## src/rtl/ddr_package.sv

```systemverilog
// -----------------------------------------------------------------------------
// ddr_package
// Shared types for the DDR command/address PHY slice.
//   command_type : command codes presented on cmd_code
//   wr_state_t   : states of the write serializer FSM
//   BG_WIDTH_DEF / BA_WIDTH_DEF : default bank-group / bank address widths
// -----------------------------------------------------------------------------
package ddr_package;

   localparam int BG_WIDTH_DEF = 2;
   localparam int BA_WIDTH_DEF = 2;

   typedef enum logic [3:0] {
      ACT   = 4'd0,
      PRE   = 4'd1,
      CAS_R = 4'd2,
      CAS_W = 4'd3,
      MRS   = 4'd4,
      REF   = 4'd5,
      ZQCL  = 4'd6,
      DES   = 4'd7,
      NOP   = 4'd8
   } command_type;

   typedef enum logic [2:0] {
      IDLE     = 3'd0,
      WAIT_WL  = 3'd1,
      PRE_AMB  = 3'd2,
      BURST    = 3'd3,
      POST_AMB = 3'd4
   } wr_state_t;

endpackage

```

## src/rtl/ddr_wr_serializer.sv

```systemverilog
// -----------------------------------------------------------------------------
// ddr_wr_serializer
// Write-data path: latency wait, DQS preamble, 8- or 4-beat burst, postamble.
// Ports:
//   clk, rst            : clock, synchronous active-high reset
//   i_start             : CAS_W accepted this edge (only honoured in IDLE)
//   i_wr_data           : 8 beats, beat 0 in the LSBs
//   i_bc4               : burst chop (4 beats)
//   i_wl                : write latency in cycles (clamped to PREAMBLE+1)
//   o_dq_out, o_dq_oe   : data lane and its output enable
//   o_dqs_t/c, o_dqs_oe : strobe pair and its output enable
//   o_wr_done           : one-cycle pulse during the postamble
//   o_busy, o_state     : FSM not idle / FSM state for observation
// Timing: with acceptance at edge N, beat 0 is on the pins in the cycle that
// follows edge N+wl; the preamble occupies the PREAMBLE cycles before it.
// -----------------------------------------------------------------------------
module ddr_wr_serializer
   import ddr_package::*;
#(
   parameter int DATA_WIDTH = 8,
   parameter int PREAMBLE   = 1
) (
   input  logic                    clk,
   input  logic                    rst,
   input  logic                    i_start,
   input  logic [8*DATA_WIDTH-1:0] i_wr_data,
   input  logic                    i_bc4,
   input  logic [4:0]              i_wl,
   output logic [DATA_WIDTH-1:0]   o_dq_out,
   output logic                    o_dq_oe,
   output logic                    o_dqs_t,
   output logic                    o_dqs_c,
   output logic                    o_dqs_oe,
   output logic                    o_wr_done,
   output logic                    o_busy,
   output wr_state_t               o_state
);

   localparam logic [4:0] WL_MIN = 5'(PREAMBLE + 1);
   localparam logic [4:0] PRE_M1 = 5'(PREAMBLE - 1);

   wr_state_t               r_state;
   logic [4:0]              r_cnt;
   logic [2:0]              r_beat;
   logic                    r_bc4;
   logic [8*DATA_WIDTH-1:0] r_data;

   logic [4:0]              w_wl_eff;
   logic [2:0]              w_last_beat;

   assign w_wl_eff    = (i_wl < WL_MIN) ? WL_MIN : i_wl;
   assign w_last_beat = r_bc4 ? 3'd3 : 3'd7;

   always_ff @(posedge clk) begin
      if (rst) begin
         r_state <= IDLE;
         r_cnt   <= '0;
         r_beat  <= '0;
         r_bc4   <= 1'b0;
         r_data  <= '0;
      end else begin
         case (r_state)
            IDLE: begin
               if (i_start) begin
                  r_state <= WAIT_WL;
                  // WAIT_WL lasts wl-PREAMBLE cycles (at least one).
                  r_cnt   <= w_wl_eff - WL_MIN;
                  r_data  <= i_wr_data;
                  r_bc4   <= i_bc4;
               end
            end
            WAIT_WL: begin
               if (r_cnt == 5'd0) begin
                  r_state <= PRE_AMB;
                  r_cnt   <= PRE_M1;
               end else begin
                  r_cnt <= r_cnt - 5'd1;
               end
            end
            PRE_AMB: begin
               if (r_cnt == 5'd0) begin
                  r_state <= BURST;
                  r_beat  <= 3'd0;
               end else begin
                  r_cnt <= r_cnt - 5'd1;
               end
            end
            BURST: begin
               // The current beat always sits in the low lane of r_data.
               r_data <= r_data >> DATA_WIDTH;
               r_beat <= r_beat + 3'd1;
               if (r_beat == w_last_beat) begin
                  r_state <= POST_AMB;
               end
            end
            POST_AMB: begin
               r_state <= IDLE;
            end
            default: begin
               r_state <= IDLE;
            end
         endcase
      end
   end

   assign o_dq_oe   = (r_state == BURST);
   assign o_dq_out  = o_dq_oe ? r_data[DATA_WIDTH-1:0] : '0;
   assign o_dqs_oe  = (r_state == PRE_AMB) || (r_state == BURST) || (r_state == POST_AMB);
   // Strobe is high on even beats; low in preamble, postamble and idle.
   assign o_dqs_t   = o_dq_oe & ~r_beat[0];
   assign o_dqs_c   = ~o_dqs_t;
   assign o_wr_done = (r_state == POST_AMB);
   assign o_busy    = (r_state != IDLE);
   assign o_state   = r_state;

endmodule

```

## src/rtl/ddr_cmd_phy.sv

```systemverilog
// -----------------------------------------------------------------------------
// ddr_cmd_phy
// DDR4-style command/address encoder with a write-data serializer.
// Optional feature: define DDR_CA_PARITY_EN to drive even CA parity on par;
// otherwise par is tied to 0.
// Ports:
//   clock_t, reset          : clock, synchronous active-high reset
//   cmd_valid / cmd_ready   : command handshake. A command transfers on a
//                             rising edge where both are 1. cmd_ready is 0
//                             during reset and for CAS_W while a write burst
//                             is in progress; every other command is always
//                             accepted. cmd_valid may be held while ready=0.
//   cmd_code, rank_sel      : command and target rank (rank_sel < RANKS)
//   bg, ba, row, col, ap, bc4 : address fields, auto-precharge, burst chop
//   wr_data, wl             : write burst data (beat 0 in LSBs), write latency
//   cs_n .. ba_addr         : registered command pins, valid the cycle after
//                             acceptance for exactly one cycle, DES otherwise
//   dq_out, dq_oe, dqs_*    : write data lane and strobes
//   par                     : CA parity (0 unless DDR_CA_PARITY_EN)
//   wr_done                 : one-cycle pulse at the end of each write burst
//   wr_state                : write FSM state for observation
// -----------------------------------------------------------------------------
module ddr_cmd_phy
   import ddr_package::*;
#(
   parameter int DATA_WIDTH = 8,
   parameter int RANKS      = 1,
   parameter int BG_WIDTH   = BG_WIDTH_DEF,
   parameter int BA_WIDTH   = BA_WIDTH_DEF,
   parameter int ROW_WIDTH  = 18,
   parameter int COL_WIDTH  = 10,
   parameter int PREAMBLE   = 1,
   localparam int RS_WIDTH  = (RANKS > 1) ? $clog2(RANKS) : 1
) (
   input  logic                    clock_t,
   input  logic                    reset,
   input  logic                    cmd_valid,
   output logic                    cmd_ready,
   input  command_type             cmd_code,
   input  logic [RS_WIDTH-1:0]     rank_sel,
   input  logic [BG_WIDTH-1:0]     bg,
   input  logic [BA_WIDTH-1:0]     ba,
   input  logic [ROW_WIDTH-1:0]    row,
   input  logic [COL_WIDTH-1:0]    col,
   input  logic                    ap,
   input  logic                    bc4,
   input  logic [8*DATA_WIDTH-1:0] wr_data,
   input  logic [4:0]              wl,
   output logic [RANKS-1:0]        cs_n,
   output logic                    act_n,
   output logic                    ras_n_a16,
   output logic                    cas_n_a15,
   output logic                    we_n_a14,
   output logic                    ap_a10,
   output logic                    bc_n_a12,
   output logic                    addr17,
   output logic                    addr13,
   output logic                    addr11,
   output logic [9:0]              addr9_0,
   output logic [BG_WIDTH-1:0]     bg_addr,
   output logic [BA_WIDTH-1:0]     ba_addr,
   output logic [DATA_WIDTH-1:0]   dq_out,
   output logic                    dq_oe,
   output logic                    dqs_t,
   output logic                    dqs_c,
   output logic                    dqs_oe,
   output logic                    par,
   output logic                    wr_done,
   output wr_state_t               wr_state
);

   logic                w_accept;
   logic                w_wr_start;
   logic                w_wr_busy;
   logic [17:0]         w_row18;
   logic [9:0]          w_col10;

   logic [RANKS-1:0]    w_cs_n;
   logic                w_act_n, w_ras, w_cas, w_we;
   logic                w_a17, w_a13, w_a12, w_a11, w_a10;
   logic [9:0]          w_a9_0;
   logic [BG_WIDTH-1:0] w_bg;
   logic [BA_WIDTH-1:0] w_ba;

   logic [RANKS-1:0]    r_cs_n;
   logic                r_act_n, r_ras, r_cas, r_we;
   logic                r_a17, r_a13, r_a12, r_a11, r_a10;
   logic [9:0]          r_a9_0;
   logic [BG_WIDTH-1:0] r_bg;
   logic [BA_WIDTH-1:0] r_ba;

   // A second CAS_W has to wait for the serializer; everything else passes.
   assign cmd_ready  = ~reset & ~((cmd_code == CAS_W) & w_wr_busy);
   assign w_accept   = cmd_valid & cmd_ready;
   assign w_wr_start = w_accept & (cmd_code == CAS_W);

   // Next-cycle pin values; DES unless a non-DES command is accepted.
   always_comb begin
      w_row18 = '0;
      w_row18[ROW_WIDTH-1:0] = row;
      w_col10 = '0;
      w_col10[COL_WIDTH-1:0] = col;

      w_cs_n  = '1;
      w_act_n = 1'b1;
      w_ras   = 1'b1;
      w_cas   = 1'b1;
      w_we    = 1'b1;
      w_a17   = 1'b0;
      w_a13   = 1'b0;
      w_a12   = 1'b0;
      w_a11   = 1'b0;
      w_a10   = 1'b0;
      w_a9_0  = '0;
      w_bg    = '0;
      w_ba    = '0;

      if (w_accept && (cmd_code != DES)) begin
         for (int i = 0; i < RANKS; i++) begin
            w_cs_n[i] = (rank_sel != RS_WIDTH'(i));
         end
         // Address bits a command does not use idle high.
         w_a17  = 1'b1;
         w_a13  = 1'b1;
         w_a12  = 1'b1;
         w_a11  = 1'b1;
         w_a10  = 1'b1;
         w_a9_0 = '1;
         case (cmd_code)
            ACT: begin
               // With act_n low, ras/cas/we carry row bits 16..14.
               w_act_n = 1'b0;
               {w_a17, w_ras, w_cas, w_we, w_a13, w_a12, w_a11, w_a10, w_a9_0} = w_row18;
               w_bg = bg;
               w_ba = ba;
            end
            PRE: begin
               {w_ras, w_cas, w_we} = 3'b010;
               w_a10 = ap;
               w_bg  = bg;
               w_ba  = ba;
            end
            CAS_R, CAS_W: begin
               {w_ras, w_cas, w_we} = (cmd_code == CAS_R) ? 3'b101 : 3'b100;
               w_a12  = ~bc4;
               w_a10  = ap;
               w_a9_0 = w_col10;
               w_bg   = bg;
               w_ba   = ba;
            end
            MRS: begin
               // Opcode on every address pin not shared with ras/cas/we.
               {w_ras, w_cas, w_we} = 3'b000;
               w_a17 = w_row18[17];
               {w_a13, w_a12, w_a11, w_a10, w_a9_0} = w_row18[13:0];
               w_bg  = bg;
               w_ba  = ba;
            end
            REF: begin
               {w_ras, w_cas, w_we} = 3'b001;
            end
            ZQCL: begin
               {w_ras, w_cas, w_we} = 3'b110;
               w_a10 = 1'b1;
            end
            default: begin
               // NOP: selected rank, ras/cas/we high.
            end
         endcase
      end
   end

   always_ff @(posedge clock_t) begin
      if (reset) begin
         r_cs_n  <= '1;
         r_act_n <= 1'b1;
         r_ras   <= 1'b1;
         r_cas   <= 1'b1;
         r_we    <= 1'b1;
         r_a17   <= 1'b0;
         r_a13   <= 1'b0;
         r_a12   <= 1'b0;
         r_a11   <= 1'b0;
         r_a10   <= 1'b0;
         r_a9_0  <= '0;
         r_bg    <= '0;
         r_ba    <= '0;
      end else begin
         r_cs_n  <= w_cs_n;
         r_act_n <= w_act_n;
         r_ras   <= w_ras;
         r_cas   <= w_cas;
         r_we    <= w_we;
         r_a17   <= w_a17;
         r_a13   <= w_a13;
         r_a12   <= w_a12;
         r_a11   <= w_a11;
         r_a10   <= w_a10;
         r_a9_0  <= w_a9_0;
         r_bg    <= w_bg;
         r_ba    <= w_ba;
      end
   end

   assign cs_n      = r_cs_n;
   assign act_n     = r_act_n;
   assign ras_n_a16 = r_ras;
   assign cas_n_a15 = r_cas;
   assign we_n_a14  = r_we;
   assign addr17    = r_a17;
   assign addr13    = r_a13;
   assign bc_n_a12  = r_a12;
   assign addr11    = r_a11;
   assign ap_a10    = r_a10;
   assign addr9_0   = r_a9_0;
   assign bg_addr   = r_bg;
   assign ba_addr   = r_ba;

`ifdef DDR_CA_PARITY_EN
   // Parity is computed from the next-cycle pin values so it lands in the
   // same cycle as the command it covers.
   logic r_par;
   always_ff @(posedge clock_t) begin
      if (reset) begin
         r_par <= 1'b0;
      end else begin
         r_par <= ^{w_act_n, w_ras, w_cas, w_we, w_a17, w_a13, w_a12, w_a11,
                    w_a10, w_a9_0, w_bg, w_ba};
      end
   end
   assign par = r_par;
`else
   assign par = 1'b0;
`endif

   ddr_wr_serializer #(
      .DATA_WIDTH (DATA_WIDTH),
      .PREAMBLE   (PREAMBLE)
   ) u_wr_serializer (
      .clk       (clock_t),
      .rst       (reset),
      .i_start   (w_wr_start),
      .i_wr_data (wr_data),
      .i_bc4     (bc4),
      .i_wl      (wl),
      .o_dq_out  (dq_out),
      .o_dq_oe   (dq_oe),
      .o_dqs_t   (dqs_t),
      .o_dqs_c   (dqs_c),
      .o_dqs_oe  (dqs_oe),
      .o_wr_done (wr_done),
      .o_busy    (w_wr_busy),
      .o_state   (wr_state)
   );

endmodule

```

## config.mk

```make
export PLATFORM = sky130hd
export DESIGN_NAME = ddr_cmd_phy
export DESIGN_NICKNAME = d
export VERILOG_FILES = /design/src/rtl/ddr_package.sv /design/src/rtl/ddr_wr_serializer.sv /design/src/rtl/ddr_cmd_phy.sv
export SDC_FILE = /design/constraint.sdc
export NUM_CORES = 1
export LEC_CHECK = 0
export CORE_ASPECT_RATIO = 2
export CORE_MARGIN = 5
export CORE_UTILIZATION = 41
export DETAILED_ROUTE_END_ITERATION = 6
export GPL_TIMING_DRIVEN = 0
export HOLD_SLACK_MARGIN = 0.03
export PLACE_DENSITY = 0.76
export RECOVER_POWER = 50
export SLEW_MARGIN = 10
export SYNTH_ARGS = -nofsm -noshare
export SYNTH_HDL_FRONTEND = slang
export SYNTH_SLANG_ARGS = --single-unit
```

## constraint.sdc

```tcl
create_clock -name clock_t -period 1.7 [get_ports clock_t]
set_input_delay 0.255 -clock clock_t [delete_from_list [all_inputs] [get_ports clock_t]]
set_output_delay 0.255 -clock clock_t [all_outputs]
set_load 0.005 [all_outputs]
```

# After elaboration in Yosys (flattened, before gate mapping)
# Cells that the tools add are included.
# word_totals
register_bits	100
output_inout_bits	42
# op_classes
n_addsub	3
order_cmp	1
n_eq_ne	17
muxes	27
bitwise_logic	12
reduce_logical	24
# ops
op	n
case mux 64 bit (2 select lines)	1
2-to-1 mux 64 bit	1
2-to-1 mux 5 bit	4
case mux 10 bit (2 select lines)	1
2-to-1 mux 3 bit	6
case mux 5 bit (3 select lines)	1
== test 4 x 3 -> 1 bit, second input constant	3
case mux 3 bit (4 select lines)	1
OR reduction 3 bit	4
case mux 1 bit (3 select lines)	3
== test 4 x 2 -> 1 bit, second input constant	2
2-to-1 mux 8 bit	1
OR reduction 2 bit	4
inverter 1 bit	7
== test 3 x 2 -> 1 bit, second input constant	2
inequality test 2 x 1 -> 1 bit, second input constant	3
case mux 3 bit (2 select lines)	1
AND reduction 2 bit	3
nonzero test 3 bit	2
AND 1 bit	5
zero test 5 bit	1
< comparator 5 x 2 -> 1 bit, second input constant	1
2-to-1 mux 1 bit	5
OR reduction 5 bit	1
17 further kinds	21

# Longest topological paths before layout
# logic_depth
word_depth	8
depth_mapped	8

# Hierarchy
# From an unflattened synthesis, not the netlist that was laid out.
# hier_totals
hier_cells	538
hier_area_um2	4545.6
# modules_own_cells
mod	n_inst	cells_per_inst	area_each_um2
ddr_wr_serializer	1	442	3608.5
ddr_cmd_phy	1	96	937.1

# Worst setup path after synthesis
# OpenSTA, ideal clock, no wires.
# synth_path
path_kind	register to register
from	register u_wr_serializer.r_cnt[0]
to	register u_wr_serializer.r_cnt[3]
setup_time_ns	0.115
arrival_time_ns	1.623
path_slack_ns	-0.038
stages_incl_launch_ff	8
n_path_buf	0
synth_period_minus_slack_ns	1.738
path_cell_list	dfxtp_1 > inv_1 > ha_1 > or4b_4 > a21oi_1 > a311oi_1 > o21a_1 > o21ba_2
# synth_between
elab_chain_cells	3
elab_cells_between_ends	7
# synth_lines
item	line_no	text
start, declared	ddr_wr_serializer.sv:43	logic [4:0] r_cnt;
start signal, assigned	ddr_wr_serializer.sv:67	r_cnt <= w_wl_eff - WL_MIN;
start signal, assigned	ddr_wr_serializer.sv:77	r_cnt <= r_cnt - 5'd1;
start signal, assigned	ddr_wr_serializer.sv:85	r_cnt <= r_cnt - 5'd1;
subtractor 5 x 1 -> 5 bit / zero test 5 bit (equally long branches)	-	
2-to-1 mux 5 bit (tied with other cells)	ddr_wr_serializer.sv:81	if (r_cnt == 5'd0) begin
case mux 5 bit (3 select lines) / AND reduction 3 bit (equally long branches)	-	
# Several ways; a longest one is shown, not always the timed one. The select of a mux whose other input is x is not followed.
# A chain may end at the register's enable or synchronous reset.

# Final worst setup path
# layout_path
from	register u_wr_serializer.r_state[1], in the netlist u_wr_serializer.o_state[1]
to	output cmd_ready
# layout_between
elab_chain_cells	4
# layout_lines
item	line_no	text
start, declared	ddr_wr_serializer.sv:42	wr_state_t r_state;
start signal, assigned	ddr_wr_serializer.sv:56	r_state <= IDLE;
start signal, assigned	ddr_wr_serializer.sv:65	r_state <= WAIT_WL;
start signal, assigned	ddr_wr_serializer.sv:74	r_state <= PRE_AMB;
nonzero test 3 bit	ddr_wr_serializer.sv:113	assign o_busy = (r_state != IDLE);
AND 1 bit	ddr_cmd_phy.sv:93	assign cmd_ready = ~reset & ~((cmd_code == CAS_W) & w_wr_busy);
inverter 1 bit	ddr_cmd_phy.sv:93	
AND 1 bit	ddr_cmd_phy.sv:93	
end, declared	ddr_cmd_phy.sv:38	output logic cmd_ready,
# Every way passes these cells.

==> reports/metrics.yaml <==
outcome:
  status: "complete, but fails checks"
  violations: "negative setup slack"
yosys:
  async_flop_share: 0
  yosys_register_bits: 100
  yosysTopAreaCell: "dfxtp_1"
  avgSynthCellArea_sq_um: 7.92
  synth-edff-count: 0
  synth.yosys.seq_area_share: 0.446
  synthTopCellsByArea: "dfxtp_1, nand2_1, a311oi_1"
  netlist_area_sq_um: 4490
  synth_top_area_share: 0.446
  syn_nets: 682
  ys.flop_type: "dfxtp_1"
  synth_cells: 567
  synth_cell_types: 48
  yosys_warnings: 0
global_routing:
  gr-total-overflow: 0
  antenna_found_initial: 0
  top_usage_layer: "met2"
  grt_pass1_wl_mm: 23.9
  grt_use_met3: 0.0453
  grt_use_met2: 0.416
  grt.met1_usage: 0.218
  grt_pass1_vias: 5016
  grt_max_degree: 19
  grt.total_usage: 0.222
clock_network:
  clk_latency_ns: 0.35
  cts_max_level: 3
  ctsLongestPathBuffers: 2
  cts_root_buffer: "clkbuf_16"
  cts_buffers: 9
  clock-sinks: 100
  clk_pin_slew_ns: 0.07
  tritoncts: "yes"
  postCtsHoldBufs: 0
timing:
  tns_ns: -5.01
  whs_ns: 0.185
  fin_crit_sh: 1.09
  rsz0062_at_grt: "true"
  setup_ws_ns: -0.161
  tightestPinTransition_ns: 0.624
  period_minus_slack_ns: 1.86
  clock.fmax_mhz: 537
  slew_viol_final: 0
  final-hold-violation-count: 0
  max_slew_margin: 0.584
  setup_viol: 70
  fin_skew_ns: 0.00707
detailed_routing:
  vias: 4826
  vias_per_cell: 5.40
  wl_mm: 15.3
  drc: 0
  wire_per_inst_microns: 17.1
  postRouteAntennaNets: 0
  first_pass_iters: 4
  dr.first_iter.drc_count: 229
layout:
  antenna_cells: 0
  mostFrequentLayoutCell: "nand2_1"
  fin_nets: 864
  fillers: 884
  final_cell_mix: "nand2_1, clkdlybuf4s50_1, dfxtp_1, nor2_1, a311oi_1"
  drive_above_1_share: 0.204
  final_area_sq_um: 7020
  syn_to_final_growth_pct: 56.2
worst_setup_path:
  crit_slowest_cell: "or3_4"
  critical_path_buf_inv_count: 2
  crit_type: "reg2out"
  cp.required_ns: 1.44
  critPathLaunchType: "register"
  cpPeakStageDelay_ns: 0.39
  end_kind: "output pin"
  cpLargestDelayFamily: "simple AND/OR/NAND/NOR gates"
  cp_cell_sequence: "buf_6 -> or3_4 -> and2_4 -> a21oi_2 -> buf_2"
  arrival_ns: 1.61
  crit_fanout: 4
floorplanning:
  core_sq_um: 10800
  rows: 54
  die_h_microns: 158
  io_pins: 153
  die_area_sq_um: 13300
  die_w_microns: 84.0
  initial_core_util: 0.416
power_and_ir_drop:
  p_leak_nw: 2.71
  vdd_drop_max_v: 0.000543
  power_density_nw_per_um2: 920
flow_run:
  maxCapViolCount: 0
place:
  place.gp.congestion: 0.841
  hpwl_mm: 11.1
  dpl_cell_area_sq_um: 6170
  numPortBuffers: 148
worst_hold_path:
  hold_path.class: "in2reg"
-- registers in the layout (all words and copies together) (netlist names) --
signal and flops:
addr9_0 10, addr11 1, addr13 1, u_wr_serializer.r_cnt 5
u_wr_serializer.r_data 64, ap_a10 1, cas_n_a15 1, addr17 1
u_wr_serializer.r_bc4 1, u_wr_serializer.r_beat 3, u_wr_serializer.o_state 3, ras_n_a16 1
ba_addr 2, we_n_a14 1, act_n 1, bg_addr 2
cs_n 1, bc_n_a12 1
-- logic make-up (layout without fill, tap and decap cells) --
kind of cell / Yosys count / after routing / synth area share
AOI/OAI and AO/OA: 126 / 126 / 0.209
xor gates and xnor gates: 3 / 3 / 0.00585
adders and majority gates: 4 / 4 / 0.0111
buffers and inverters: 63 / 250 / 0.0660
DFF: 100 / 100 / 0.446
muxes: 2 / 2 / 0.00473
other: 1 / 1 / 0.000835
and+or+nand+nor: 268 / 268 / 0.257
-- power breakdown --
part / total (mW) / internal, mW / switching (mW)
sequential: 2.54 / 2.45 / 0.0850
combinational: 1.91 / 1.03 / 0.880
clock: 2.01 / 1.06 / 0.951
-- cells in the mapped netlist (2+ instances only) --
library cell	number
ha_1	4
o21a_1	2
a221o_1	2
nor4_1	2
inv_1	12
xnor2_1	2
buf_6	2
nor2_1	84
buf_1	2
or3_1	3
and2_1	3
or2_2	4
a21oi_1	32
nor3_1	6
a311oi_1	57
o31ai_1	4
nand3_1	4
a211oi_1	2
and3_1	9
nand3b_1	2
nor2b_1	4
a31oi_1	3
nand2_1	138
nand2b_1	3
buf_4	8
dfxtp_1	100
clkbuf_1	27
o21ai_0	4
buf_2	12
a22oi_1	12
-- worst paths after layout --
path | slack (ns) | start | cells after the start | end
worst min register to register | 0.47 | u_wr_serializer.r_data[63] | 2 | u_wr_serializer.r_data[63]
worst max register to register | -0.13 | u_wr_serializer.r_cnt[0] | 7 | u_wr_serializer.r_cnt[3]
worst max-delay path | -0.16 | u_wr_serializer.o_state[1] | 5 | cmd_ready
worst min-delay path | 0.18 | cmd_code[3] | 2 | ras_n_a16
-- through the flow --
step                      power (mW)  cells  setup slack, ns   util
after floorplan                 3.34    567          0.00231      -
after global placement          3.87    855           -0.823  0.571
after detailed placement        3.92    855           -0.836  0.571
after CTS                       6.30    891           -0.163  0.630
after global routing            6.70    894           -0.208  0.649
final                           6.45    894           -0.161  0.649
-- repair_timing --
action | in CTS | in global routing
endpoints found under the hold margin | 0 | 0
buffers inserted | 18 | 5
gates resized for setup | 134 | 61
endpoints found under the setup margin | 89 | 97
gates cloned | 2 | 0
pin swaps | 11 | 13
-- layout make-up --
class | count | area [sq um] | share of cell area
repair buffers | 172 | 1690 | 0.241
plain buffers | 50 | 354 | 0.0505
clock buffers | 10 | 239 | 0.0341
multi-input cells | 404 | 2440 | 0.348
clock inverters | 6 | 52.6 | 0.00749
inverters | 12 | 52.6 | 0.00749
well taps | 140 | 175 | 0.0250
flip-flops and latches | 100 | 2010 | 0.286
-- per-layer routing --
layer  up-vias  wire length [microns]
met5         -                      0
met3        56                    849
met4         0                    812
li1       2339                      -
met1      2233                   5320
met2       198                   8300
No activity file was read; power rests on OpenSTA's default activity.
